==> config.mk <==
export PLATFORM = sky130hd
export DESIGN_NAME = mem_arbiter_flat
export DESIGN_NICKNAME = d
export VERILOG_FILES = /design/src/rtl/mem_arbiter_if.sv /design/src/rtl/mem_arbiter.sv /design/src/flat_wrapper.sv
export SDC_FILE = /design/constraint.sdc
export NUM_CORES = 1
export LEC_CHECK = 0
export BUFFER_PORTS_ARGS = -buffer_cell sky130_fd_sc_hd__clkbuf_2
export CAP_MARGIN = 30
export CORE_AREA = 3 3 271 273
export CTS_CLUSTER_DIAMETER = 150
export DETAILED_ROUTE_END_ITERATION = 8
export DIE_AREA = 0 0 274 276
export PLACE_DENSITY_LB_ADDON = 0.1
export SLEW_MARGIN = 25
export SYNTH_ARGS = -nofsm -noshare
export SYNTH_HDL_FRONTEND = slang
export SYNTH_SLANG_ARGS = --single-unit
==> constraint.sdc <==
create_clock -name clk -period 4.85 [get_ports clk]
set_input_delay 1.455 -clock clk [delete_from_list [all_inputs] [get_ports clk]]
set_output_delay 1.455 -clock clk [all_outputs]
set_load 0.02 [all_outputs]
==> src/rtl/mem_arbiter_if.sv <==
// Shared-memory-port bundle: instruction side, data side and physical memory.
// The arbiter uses the slave view; the surrounding caches and memory use master.
interface mem_arbiter_if #(
  parameter int ADDR_W = 16,
  parameter int LINE_W = 128
);
  logic              i_read;
  logic [ADDR_W-1:0] i_address;
  logic [LINE_W-1:0] i_rdata;
  logic              i_resp;
  logic              d_read;
  logic              d_write;
  logic [ADDR_W-1:0] d_address;
  logic [LINE_W-1:0] d_wdata;
  logic [LINE_W-1:0] d_rdata;
  logic              d_resp;
  logic              pmem_read;
  logic              pmem_write;
  logic [ADDR_W-1:0] pmem_address;
  logic [LINE_W-1:0] pmem_wdata;
  logic [LINE_W-1:0] pmem_rdata;
  logic              pmem_resp;

  modport slave (
    input  i_read, i_address, d_read, d_write, d_address, d_wdata,
           pmem_rdata, pmem_resp,
    output i_rdata, i_resp, d_rdata, d_resp,
           pmem_read, pmem_write, pmem_address, pmem_wdata
  );

  modport master (
    output i_read, i_address, d_read, d_write, d_address, d_wdata,
           pmem_rdata, pmem_resp,
    input  i_rdata, i_resp, d_rdata, d_resp,
           pmem_read, pmem_write, pmem_address, pmem_wdata
  );
endinterface

==> src/rtl/mem_arbiter.sv <==
// Serialises I-cache and D-cache line transactions onto one physical-memory port.
// Define MEM_ARB_RR_EN for round-robin tie-breaking; otherwise the data side always wins ties.
module mem_arbiter #(
  parameter int ADDR_W = 16,
  parameter int LINE_W = 128
) (
  input  logic         clk,
  input  logic         rst_n,
  mem_arbiter_if.slave bus
);

  typedef enum logic [1:0] {IDLE, BUSY_I, BUSY_D, DONE} state_t;

  state_t            state_reg;
  state_t            state_next;
  logic [ADDR_W-1:0] addr_reg;
  logic [LINE_W-1:0] wdata_reg;
  logic [LINE_W-1:0] i_line_reg;
  logic [LINE_W-1:0] d_line_reg;
  logic              write_reg;
  logic              owner_d_reg;
  logic              d_req;
  logic              i_req;
  logic              grant_d;
  logic              busy;

`ifdef MEM_ARB_RR_EN
  logic              last_d_reg;
`endif

  // Arbitration decision, only consulted while IDLE.
  always_comb begin
    d_req = bus.d_read | bus.d_write;
    i_req = bus.i_read;
`ifdef MEM_ARB_RR_EN
    grant_d = d_req && (!i_req || !last_d_reg);
`else
    grant_d = d_req;
`endif
  end

  always_comb begin
    state_next = state_reg;
    case (state_reg)
      IDLE:           if (d_req || i_req) state_next = grant_d ? BUSY_D : BUSY_I;
      BUSY_I, BUSY_D: if (bus.pmem_resp) state_next = DONE;
      DONE:           state_next = IDLE;
      default:        state_next = IDLE;
    endcase
  end

  always_ff @(posedge clk) begin
    if (!rst_n) begin
      state_reg   <= IDLE;
      addr_reg    <= '0;
      wdata_reg   <= '0;
      write_reg   <= 1'b0;
      owner_d_reg <= 1'b0;
      i_line_reg  <= '0;
      d_line_reg  <= '0;
`ifdef MEM_ARB_RR_EN
      last_d_reg  <= 1'b0;
`endif
    end else begin
      state_reg <= state_next;
      // Latch the winner once; later address/data changes are ignored.
      if (state_reg == IDLE && (d_req || i_req)) begin
        addr_reg    <= grant_d ? bus.d_address : bus.i_address;
        wdata_reg   <= grant_d ? bus.d_wdata : '0;
        write_reg   <= grant_d & bus.d_write;
        owner_d_reg <= grant_d;
      end
      if ((state_reg == BUSY_I || state_reg == BUSY_D) && bus.pmem_resp) begin
        if (owner_d_reg) d_line_reg <= bus.pmem_rdata;
        else             i_line_reg <= bus.pmem_rdata;
      end
`ifdef MEM_ARB_RR_EN
      if (state_reg == DONE) last_d_reg <= owner_d_reg;
`endif
    end
  end

  // Outputs decode registers only, so no input reaches an output combinationally.
  always_comb begin
    busy             = (state_reg == BUSY_I) || (state_reg == BUSY_D);
    bus.pmem_read    = busy && !write_reg;
    bus.pmem_write   = busy && write_reg;
    bus.pmem_address = addr_reg;
    bus.pmem_wdata   = wdata_reg;
    bus.i_resp       = (state_reg == DONE) && !owner_d_reg;
    bus.d_resp       = (state_reg == DONE) && owner_d_reg;
    bus.i_rdata      = i_line_reg;
    bus.d_rdata      = d_line_reg;
  end

endmodule

==> src/flat_wrapper.sv <==
// flat-port wrapper written by rule: the top's interface ports become plain ports
module mem_arbiter_flat 
#(
  parameter int ADDR_W = 16,
  parameter int LINE_W = 128
)
  (clk, rst_n, bus_i_read, bus_i_address, bus_d_read, bus_d_write, bus_d_address, bus_d_wdata, bus_pmem_rdata, bus_pmem_resp, bus_i_rdata, bus_i_resp, bus_d_rdata, bus_d_resp, bus_pmem_read, bus_pmem_write, bus_pmem_address, bus_pmem_wdata);
  mem_arbiter_if #(.ADDR_W(ADDR_W), .LINE_W(LINE_W)) bus_i ();
  input  logic clk;
  input  logic rst_n;
  input wire logic [$bits(bus_i.i_read)-1:0] bus_i_read;
  input wire logic [$bits(bus_i.i_address)-1:0] bus_i_address;
  input wire logic [$bits(bus_i.d_read)-1:0] bus_d_read;
  input wire logic [$bits(bus_i.d_write)-1:0] bus_d_write;
  input wire logic [$bits(bus_i.d_address)-1:0] bus_d_address;
  input wire logic [$bits(bus_i.d_wdata)-1:0] bus_d_wdata;
  input wire logic [$bits(bus_i.pmem_rdata)-1:0] bus_pmem_rdata;
  input wire logic [$bits(bus_i.pmem_resp)-1:0] bus_pmem_resp;
  output wire logic [$bits(bus_i.i_rdata)-1:0] bus_i_rdata;
  output wire logic [$bits(bus_i.i_resp)-1:0] bus_i_resp;
  output wire logic [$bits(bus_i.d_rdata)-1:0] bus_d_rdata;
  output wire logic [$bits(bus_i.d_resp)-1:0] bus_d_resp;
  output wire logic [$bits(bus_i.pmem_read)-1:0] bus_pmem_read;
  output wire logic [$bits(bus_i.pmem_write)-1:0] bus_pmem_write;
  output wire logic [$bits(bus_i.pmem_address)-1:0] bus_pmem_address;
  output wire logic [$bits(bus_i.pmem_wdata)-1:0] bus_pmem_wdata;
  assign bus_i.i_read = bus_i_read;
  assign bus_i.i_address = bus_i_address;
  assign bus_i.d_read = bus_d_read;
  assign bus_i.d_write = bus_d_write;
  assign bus_i.d_address = bus_d_address;
  assign bus_i.d_wdata = bus_d_wdata;
  assign bus_i.pmem_rdata = bus_pmem_rdata;
  assign bus_i.pmem_resp = bus_pmem_resp;
  assign bus_i_rdata = bus_i.i_rdata;
  assign bus_i_resp = bus_i.i_resp;
  assign bus_d_rdata = bus_i.d_rdata;
  assign bus_d_resp = bus_i.d_resp;
  assign bus_pmem_read = bus_i.pmem_read;
  assign bus_pmem_write = bus_i.pmem_write;
  assign bus_pmem_address = bus_i.pmem_address;
  assign bus_pmem_wdata = bus_i.pmem_wdata;
  mem_arbiter #(.ADDR_W(ADDR_W), .LINE_W(LINE_W)) u_core (.clk(clk), .rst_n(rst_n), .bus(bus_i));
endmodule
Yosys cells after proc, flatten, opt, wreduce, memory -nomap -nowiden
Index checks and enable logic that the tools add are counted.
{"block": "totals", "reg_bits": 404, "input_bits": 294, "output_inout_bits": 404, "wordCells": 36}
{"block": "classes", "n_eq_ne": 5, "reduce_logical": 15, "bitwise_logic": 3, "n_mux": 6}
{"operator": "128-bit two-way mux", "n": 1}
{"operator": "16-bit two-way mux", "n": 1}
{"operator": "1-bit logical AND", "n": 6}
{"operator": "2-bit two-way mux", "n": 3}
{"operator": "2-bit case mux with 3 select lines", "n": 1}
{"operator": "2-bit AND reduction", "n": 3}
{"operator": "2-bit == test, second input constant", "n": 2}
{"operator": "2-bit inequality test, second input constant", "n": 2}
{"operator": "2-bit by 1-bit == test with 1-bit output, second input constant", "n": 1}
{"operator": "1-bit zero test", "n": 2}
{"operator": "2-bit zero test", "n": 1}
{"operator": "1-bit logical OR", "n": 2}
{"operator": "2-bit OR reduction", "n": 1}
{"operator": "1-bit bitwise AND", "n": 1}
{"operator": "1-bit inverter", "n": 1}
{"operator": "1-bit bitwise OR", "n": 1}

Longest topological paths before layout
Gate-level depths: netlist (run 1).
{"block": "depth", "ltp_word": 4, "ltp_mapped": 7, "depth_no_buf": 5}

Worst setup path after synthesis (run 1)
OpenSTA, ideal clock, no wires.
{"block": "synth_path", "path_kind": "flip-flop to output port", "start": "reg u_core.state_reg[1]", "end": "out bus_pmem_read", "t_arrival_ns": 1.091, "path_stages_with_launch": 4, "required_time_ns": 3.395, "slack_ns": 2.304, "path_buffers": 0, "path_cell_list": "dfxtp_1 inv_1 ha_1 nor2b_1"}
{"block": "synth_between", "elab_chain_len": 3, "elab_cells_between_ends": 4, "cone_classes": "eq/ne: 2; reduce/logical: 2"}
{"element": "from (decl)", "line_no": "mem_arbiter.sv:14", "source": "state_t state_reg;"}
{"element": "from (signal assigned)", "line_no": "mem_arbiter.sv:65", "source": "state_reg <= state_next;"}
{"element": "2-bit by 1-bit == test with 1-bit output or 2-bit == test (tied branches)", "line_no": "mem_arbiter.sv:85", "source": "busy = (state_reg == BUSY_I) || (state_reg == BUSY_D);"}
{"element": "1-bit logical OR (*)", "line_no": "mem_arbiter.sv:85"}
{"element": "1-bit logical AND (*)", "line_no": "mem_arbiter.sv:86", "source": "bus.pmem_read = busy && !write_reg;"}
{"element": "to (decl)", "line_no": "flat_wrapper.sv:23", "source": "output wire logic [$bits(bus_i.pmem_read)-1:0] bus_pmem_read;"}
Every way passes the cells marked *; elsewhere a longest branch is shown, timed or not.

Worst setup path after layout (run 1)
{"block": "layout_path", "start": "reg u_core.state_reg[0]", "end": "out bus_pmem_write"}
{"block": "layout_between", "elab_chain_len": 3, "elab_cells_between_ends": 4, "cone_classes": "eq/ne: 2; reduce/logical: 2"}
{"element": "2-bit by 1-bit == test with 1-bit output or 2-bit == test (tied branches)", "line_no": "mem_arbiter.sv:85"}
{"element": "1-bit logical OR (*)", "line_no": "mem_arbiter.sv:85"}
{"element": "1-bit logical AND (*)", "line_no": "mem_arbiter.sv:87", "source": "bus.pmem_write = busy && write_reg;"}
{"element": "to (decl)", "line_no": "flat_wrapper.sv:24", "source": "output wire logic [$bits(bus_i.pmem_write)-1:0] bus_pmem_write;"}
Marked as above.

==> results.md, run 1 <==
- Area Overhead vs Synth: 46.07%
- IO Port Bufs: 697
- Detailed Route Iter0 Violations: 689
- Post-place setup slack: 1.248 ns
- Hpwl dp: 45,200 microns
- Core area: 0.07136 sq mm
- Worst R2R Path Depth: 6
- Layout cell share with drive strength beyond 1: 37.11%
- Post-Syn Area: 0.01351 sq mm
- #FFs+latches synth: 404
- Largest net degree at the start of global routing: 139
- Post-route setup TNS: 0 ns
- Fin worst setup slack: 1.559 ns
- Number of remaining DRC errors: 0
- Die height: 276 microns
- CP arrival: 1.84 ns
- Die width: 274 microns
- Synth Net Count: ~1,800
- Crit path capture type: primary output
- Pre-Repair DR Iteration Count: 4
- Unrepaired setup endpoints after global routing: no
- Total Wirelength: 61,240 microns
- GRT Total Usage: 15.38%
- Worst-path clk slew: 0.06 ns
- Via count: 12,990
- Overflow after GRT: 0
- Layout Cells excl Fill: 3,149
- Placed insts: 3,051
- Yosys Warn Count: 0
- Post-CTS Hold Fix Bufs: 0
- Rel. slew slack: between 30% and 40%
- Critical Path Stages: 4
- Top-count cell post-synth: nand2_1
- Total CTS buffers: 51
- Slew Limit Fails: 0
- Ys async rst share: 0%
- Final setup fails: 0
- Crit. Startpoint: u_core.state_reg[0]
- Tcrit/Tclk final: 67.85%
- Class of the worst hold path: reg -> reg
- Worst Path Buf+Inv: 2
- Initial core utilization: 18.93%
- Post-synth cell types: 29
- CTS sink cnt: 404
- Leak: 8.665 nW
- Max cap viols: 0
- Post-synth EDFFs: 0
- Hold Path Depth: 2
- First-pass GRT wire length: 88,030 microns
- Final Skew: ~0.0078 ns
- Worst Tran Pin Value: ~0.94 ns
- Vias per cell: about 4.1
- Slowest CP cell: ha_1
- Hold Violations, Final: 0
- Synth top area share: 59.88%
- Largest delay share family, worst path: adder cells
- Worst Hold Margin: 0.4513 ns
- Postcts setup bufs: 0
- Min cycle time layout: 3.291 ns
- Yosys top cell by area: dfxtp_1
- Top FF cell, synth: dfxtp_1
- CP required: 3.39 ns
- Pwr Density: 601.8 mW/mm^2
- Top post-synthesis cells by count: nand2_1 (514), dfxtp_1 (404), a21oi_1 (274)
- Die area: roughly 0.076 sq mm
- Final ANT Viol Nets: 0
- Reg2Reg Launch Point: u_core.state_reg[0]
- Clock Tree Buf Depth: 3
- WL/cell: 19.45 microns
- CP cell instances: inv_1, ha_1, and2_1, clkbuf_2
- Htree depth: 2
- CP Launch Type: flip-flop
- Fmax: 303.9 MHz
- Post-synthesis sequential area ratio: 59.88%
- Worst skew pair latency: 0.57 ns
- Num rows: 98
- I/O pin total: 698
- Cells after Synth: 1,500
- Min-delay src: u_core.bus.d_rdata[36]
- VDD IR max: 0.2780 mV
- Post-cts sizing count: 0
- Crit Path Class: reg -> out
- Number of global-route vias before repair: 12,540
- Area contributors post-synth: dfxtp_1 (60%), nand2_1 (14%), a21oi_1 (10%)
- Synthesized area per cell: 9.004 sq um
- Final Wtd Congestion: about 0.81
- Critical Path Max Stage Delay: 0.50 ns
- Root Buffer: clkbuf_16
- TritonCTS clock tree: done
- Max Fanout on Critical Path: 9
- Status: finished, final reports clean
- Nets@finish: 2,452
- Initial antenna violation count: 4
[per-layer routing]
layer | wire, microns | up-vias | track usage (%)
met1 | 24750 | 6130 | 18.25
met4 | 1395 | 2 | 4.479
met5 | 13 | - | 0
met2 | 29960 | 409 | 26.32
li1 | - | 6362 | -
met3 | 5122 | 87 | 5.085
[path summary, 6_finish.rpt]
| check | to | slack (ns) |
|---|---|---|
| max reg2reg | u_core.bus.d_rdata[70] | 2.39 |
| max | bus_pmem_write | 1.56 |
| min reg2reg | u_core.bus.d_rdata[36] | 0.45 |
| min | u_core.bus.d_rdata[36] | 0.45 |
[per-stage QoR]
| step | util [%] | total power [mW] | instance area [sq um] |
|---|---|---|---|
| after detailed placement | 25.12 | 8.029 | 17930 |
| after global placement | 25.10 | 8.007 | 17910 |
| final | 27.65 | 11.87 | 19730 |
| after CTS | 27.63 | 12.11 | 19720 |
| after global routing | 27.65 | 12.55 | 19730 |
| after floorplan | - | 6.486 | 13510 |
[report_power, final]
group          leakage, nW  internal (mW)  switching (mW)
combinational         4.48           1.10            2.43
sequential            3.30           3.98           0.370
clock                0.888           2.47            1.53
total                 8.67           7.55            4.32
[cell type report]
| cell class | instances | area (sq um) |
|---|---|---|
| Clock buffer | 78 | 1590 |
| Inverter | 3 | 18.77 |
| Antenna cell | 3 | 7.507 |
| Timing Repair Buffer | 720 | 3741 |
| Multi-Input combinational cell | 975 | 4895 |
| Clock inverter | 16 | 200.2 |
| Tap cell | 950 | 1189 |
| Sequential cell | 404 | 8088 |
| Fill cell | 7923 | 51630 |
[layout by cell type, fill, tap and decap left out, drive strengths merged, types with 2 or more instances in the layout]
cell type	count
dfxtp	404
clkinv	8
diode	3
a22o	128
and2	2
nand2	514
inv	6
buf	22
bufinv	4
clkbuf	776
nor2	5
nor2b	3
a21oi	274
ha	3
o21ai	20
mux2i	16
[logic make-up after synthesis]
| family | count (synthesis) | synth area share, % |
|---|---|---|
| AOI/OAI and AO/OA | 426 | 19.47 |
| adders and majority gates | 3 | 0.2779 |
| buffers and inverters | 121 | 4.141 |
| DFF | 404 | 59.88 |
| muxes | 17 | 1.269 |
| and+or+nand+nor | 529 | 14.96 |
[tightest hold or removal path, cell delays in order, from the launching register on]
cell,delay [ns]
dfxtp_1,0.30
nand2_1,0.05
a21oi_1,0.05
Power figures use the tool's default switching activity.
==> run 2: changes to the inputs <==
- ABC_AREA: default -> 1
- CORE_AREA: 3 3 271 273 -> 3 3 272 274
- DIE_AREA: 0 0 274 276 -> 0 0 275 277
- clock period: 4.85 -> 3.1 ns (I/O delays scaled with it)
==> run 2 against run 1 <==
Die area rose by 0.73%. Worst setup slack got worse by 1.2 ns. Clock power rose by 63%. Sequential share of layout area fell by 1.7 points. Utilization rose by 1.1 points. Area after synthesis rose by 6.7%. Final cell count rose by 10%. Critical endpoint is now bus_pmem_read. Global-route usage rose by 1.5 points.
==> results.md, run 2 <==
- Yosys Warn Count: 0
- Final Skew: 0.01539 ns
- Post-synth EDFFs: 0
- Worst-path clk slew: 0.06 ns
- Die width: 275 microns
- Comb power frac: 35.1%
- CTS sink cnt: 404
- Hold Violations, Final: 0
- Most frequent cells in the layout: clkbuf_2 (696), nand2_1 (474), dfxtp_1 (403)
- Max Fanout on Critical Path: 4
- Adder and majority gate portion of the synthesized area: 0.2604%
- VDD IR max: ~0.60 mV
- Crit Path Class: reg -> out
- Htree depth: 2
- Die height: about 280 microns
- Total CTS buffers: 49
- Seq pwr share: between 30 and 40%
- IO Port Bufs: 697
- Overflow after GRT: 0
- Post-synthesis xor/xnor area fraction: 0%
- Synth Net Count: 2,147
- Leak: 9.439 nW
- Clock power share: 31.3%
- Via count: between 10,000 and 15,000
- Final total power: 20.77 mW
- Worst skew pair latency: roughly 0.60 ns
- Most common cell after layout, fill and taps aside: clkbuf_2
- Worst Hold Margin: about 0.46 ns
- CP arrival: approximately 1.8 ns
- Placed insts: ~3,400
- Num rows: 98
- Min-delay src: u_core.bus.pmem_wdata[92]
- Number of global-route vias before repair: roughly 15,000
- Sw frac: 40.08%
- Post-Syn Area: ~0.014 sq mm
- Postcts setup bufs: 0
- Initial core utilization: 20.13%
- Largest net degree at the start of global routing: 132
- Worst Tran Pin Value: 0.9244 ns
- #FFs+latches synth: around 400
- Area Overhead vs Synth: 42.93%
- Post-synth cell types: 20
- Compound-gate portion of the synthesized area: 14.14%
- Synth Area in Simple Gates: 24.03%
- TritonCTS clock tree: done
- Fillers: 7,979
- Grt met2 use: 27.97%
- Mux share of post-synthesis cell area: 0%
- First-pass GRT wire length: 98,140 microns
- Area contributors post-synth: dfxtp_1 (56%), nand2_1 (12%), a21oi_1 (9.5%)
- M3 GR Usage: 7.520%
- Yosys top cell by area: dfxtp_1
- Hold Path Depth: 2
- Final ANT Viol Nets: 0
- Synthesized area per cell: 7.791 sq um
- Synth top area share: between 50% and 60%
- Sw power: 8.325 mW
- Worst R2R Path Depth: 7
- Fin worst setup slack: 0.4082 ns
- Top Usage Layer GRT: met2
- Post-cts sizing count: 0
- Final setup fails: 0
- Root Buffer: clkbuf_16
- Top FF cell, synth: dfxtp_1
- Hpwl dp: 47,760 microns
- Min cycle time layout: 2.692 ns
- Clock Tree Buf Depth: 3
- Top-count cell post-synth: nand2_1
- Post-route setup TNS: 0 ns
- Class of the worst hold path: reg -> reg
- Initial antenna violation count: 15
- GRT Total Usage: 16.86%
- Internal power: 12.45 mW
- Rel. slew slack: 38.37%
- Max cap viols: 0
- Top post-synthesis cells by count: nand2_1 (476), dfxtp_1 (404), a21oi_1 (273)
- RR Endpoint: u_core.bus.d_rdata[75]
- Pwr Density: 1008 mW/mm^2
- Post-synthesis sequential area ratio: 56.11%
- Vias per cell: 4.231
- Post-CTS Hold Fix Bufs: 0
- Status: finished, final reports clean
- Detailed Route Iter0 Violations: 607
- Nets@finish: 2,767
- Met1 Resource Use GR: 19.38%
- Number of remaining DRC errors: 0
- Core area: 0.07161 sq mm
- WL/cell: 19.59 microns
- Final Wtd Congestion: 0.7815
- Largest family of logic cells by synthesized area: simple AND/OR/NAND/NOR gates
- Worst reg2reg setup slack: 1.04 ns
- Unrepaired setup endpoints after global routing: no
- I/O pin total: 698
- Layout Cells excl Fill: 3,466
- Layout cell share with drive strength beyond 1: 32.50%
- Ys async rst share: 0%
- Total Wirelength: about 68,000 microns
- Crit path capture type: primary output
- Fmax: around 370 MHz
- WHS Endpoint: u_core.bus.pmem_wdata[92]
- Pre-Repair DR Iteration Count: 5
- Die area: 0.07618 sq mm
- Cells after Synth: ~1,900
- CP required: 2.17 ns
- CP Launch Type: flip-flop
- Slew Limit Fails: 0
- Post-place setup slack: about 0.64 ns
- Reg2Reg Launch Point: u_core.state_reg[1]
- Tcrit/Tclk final: 86.83%
==> run 2: per-layer routing <==
layer,routed length (microns),vias up
li1,-,7256
met4,1767,14
met5,98,-
met2,31730,495
met1,26950,6798
met3,7358,103
==> run 2: worst max-delay path by stage <==
stage	start	end	slack, ns	cells after the start
6_report	u_core.state_reg[1]	bus_pmem_read	0.41	5
5_1_grt	u_core.state_reg[1]	bus_pmem_read	0.28	5
4_1_cts	u_core.state_reg[1]	bus_pmem_read	0.35	5
3_5_place_dp	bus_d_write	u_core.bus.pmem_wdata[72]	0.64	7
3_3_place_gp	bus_d_write	u_core.bus.pmem_wdata[50]	0.70	7
2_1_floorplan	u_core.owner_d_reg	bus_i_resp	1.12	4
==> run 2: area by class of cell <==
type / instances / area, sq um / share of cell area, %
Inverter: 14 / 65.06 / 0.3158
Antenna cell: 8 / 20.02 / 0.09718
Sequential cell: 404 / 8092 / 39.28
Timing Repair Buffer: 718 / 3824 / 18.56
Multi-Input combinational cell: 1283 / 5559 / 26.98
Clock inverter: 19 / 377.9 / 1.834
Tap cell: 950 / 1189 / 5.770
Clock buffer: 70 / 1475 / 7.161
==> run 2: cell families after synthesis <==
group	after synthesis
simple gates	875
compound gates	405
flops	404
buf+inv	163
fa+ha+maj	3
==> run 2: critical path: stages (launching register included) <==
cell      delay (ns)
dfxtp_1         0.34
inv_1           0.07
ha_1            0.34
inv_1           0.07
nor2_1          0.15
clkbuf_2        0.20
==> run 2: power by group through the flow <==
stage	Clock, mW	Combinational (mW)	Sequential, mW
finish	6.51	7.29	6.97
floorplan	0	3.28	8.36
global placement	0	7.44	7.05
detailed placement	0	7.49	7.06
global route	6.95	8.06	7.10
CTS	6.77	7.50	6.97
==> run 2: metrics by stage <==
step / util, % / cell area, sq um
after floorplan: - / 14410
after global placement: 26.15 / 18730
after detailed placement: 26.15 / 18730
after CTS: 28.74 / 20580
after global routing: 28.75 / 20590
final: 28.77 / 20600
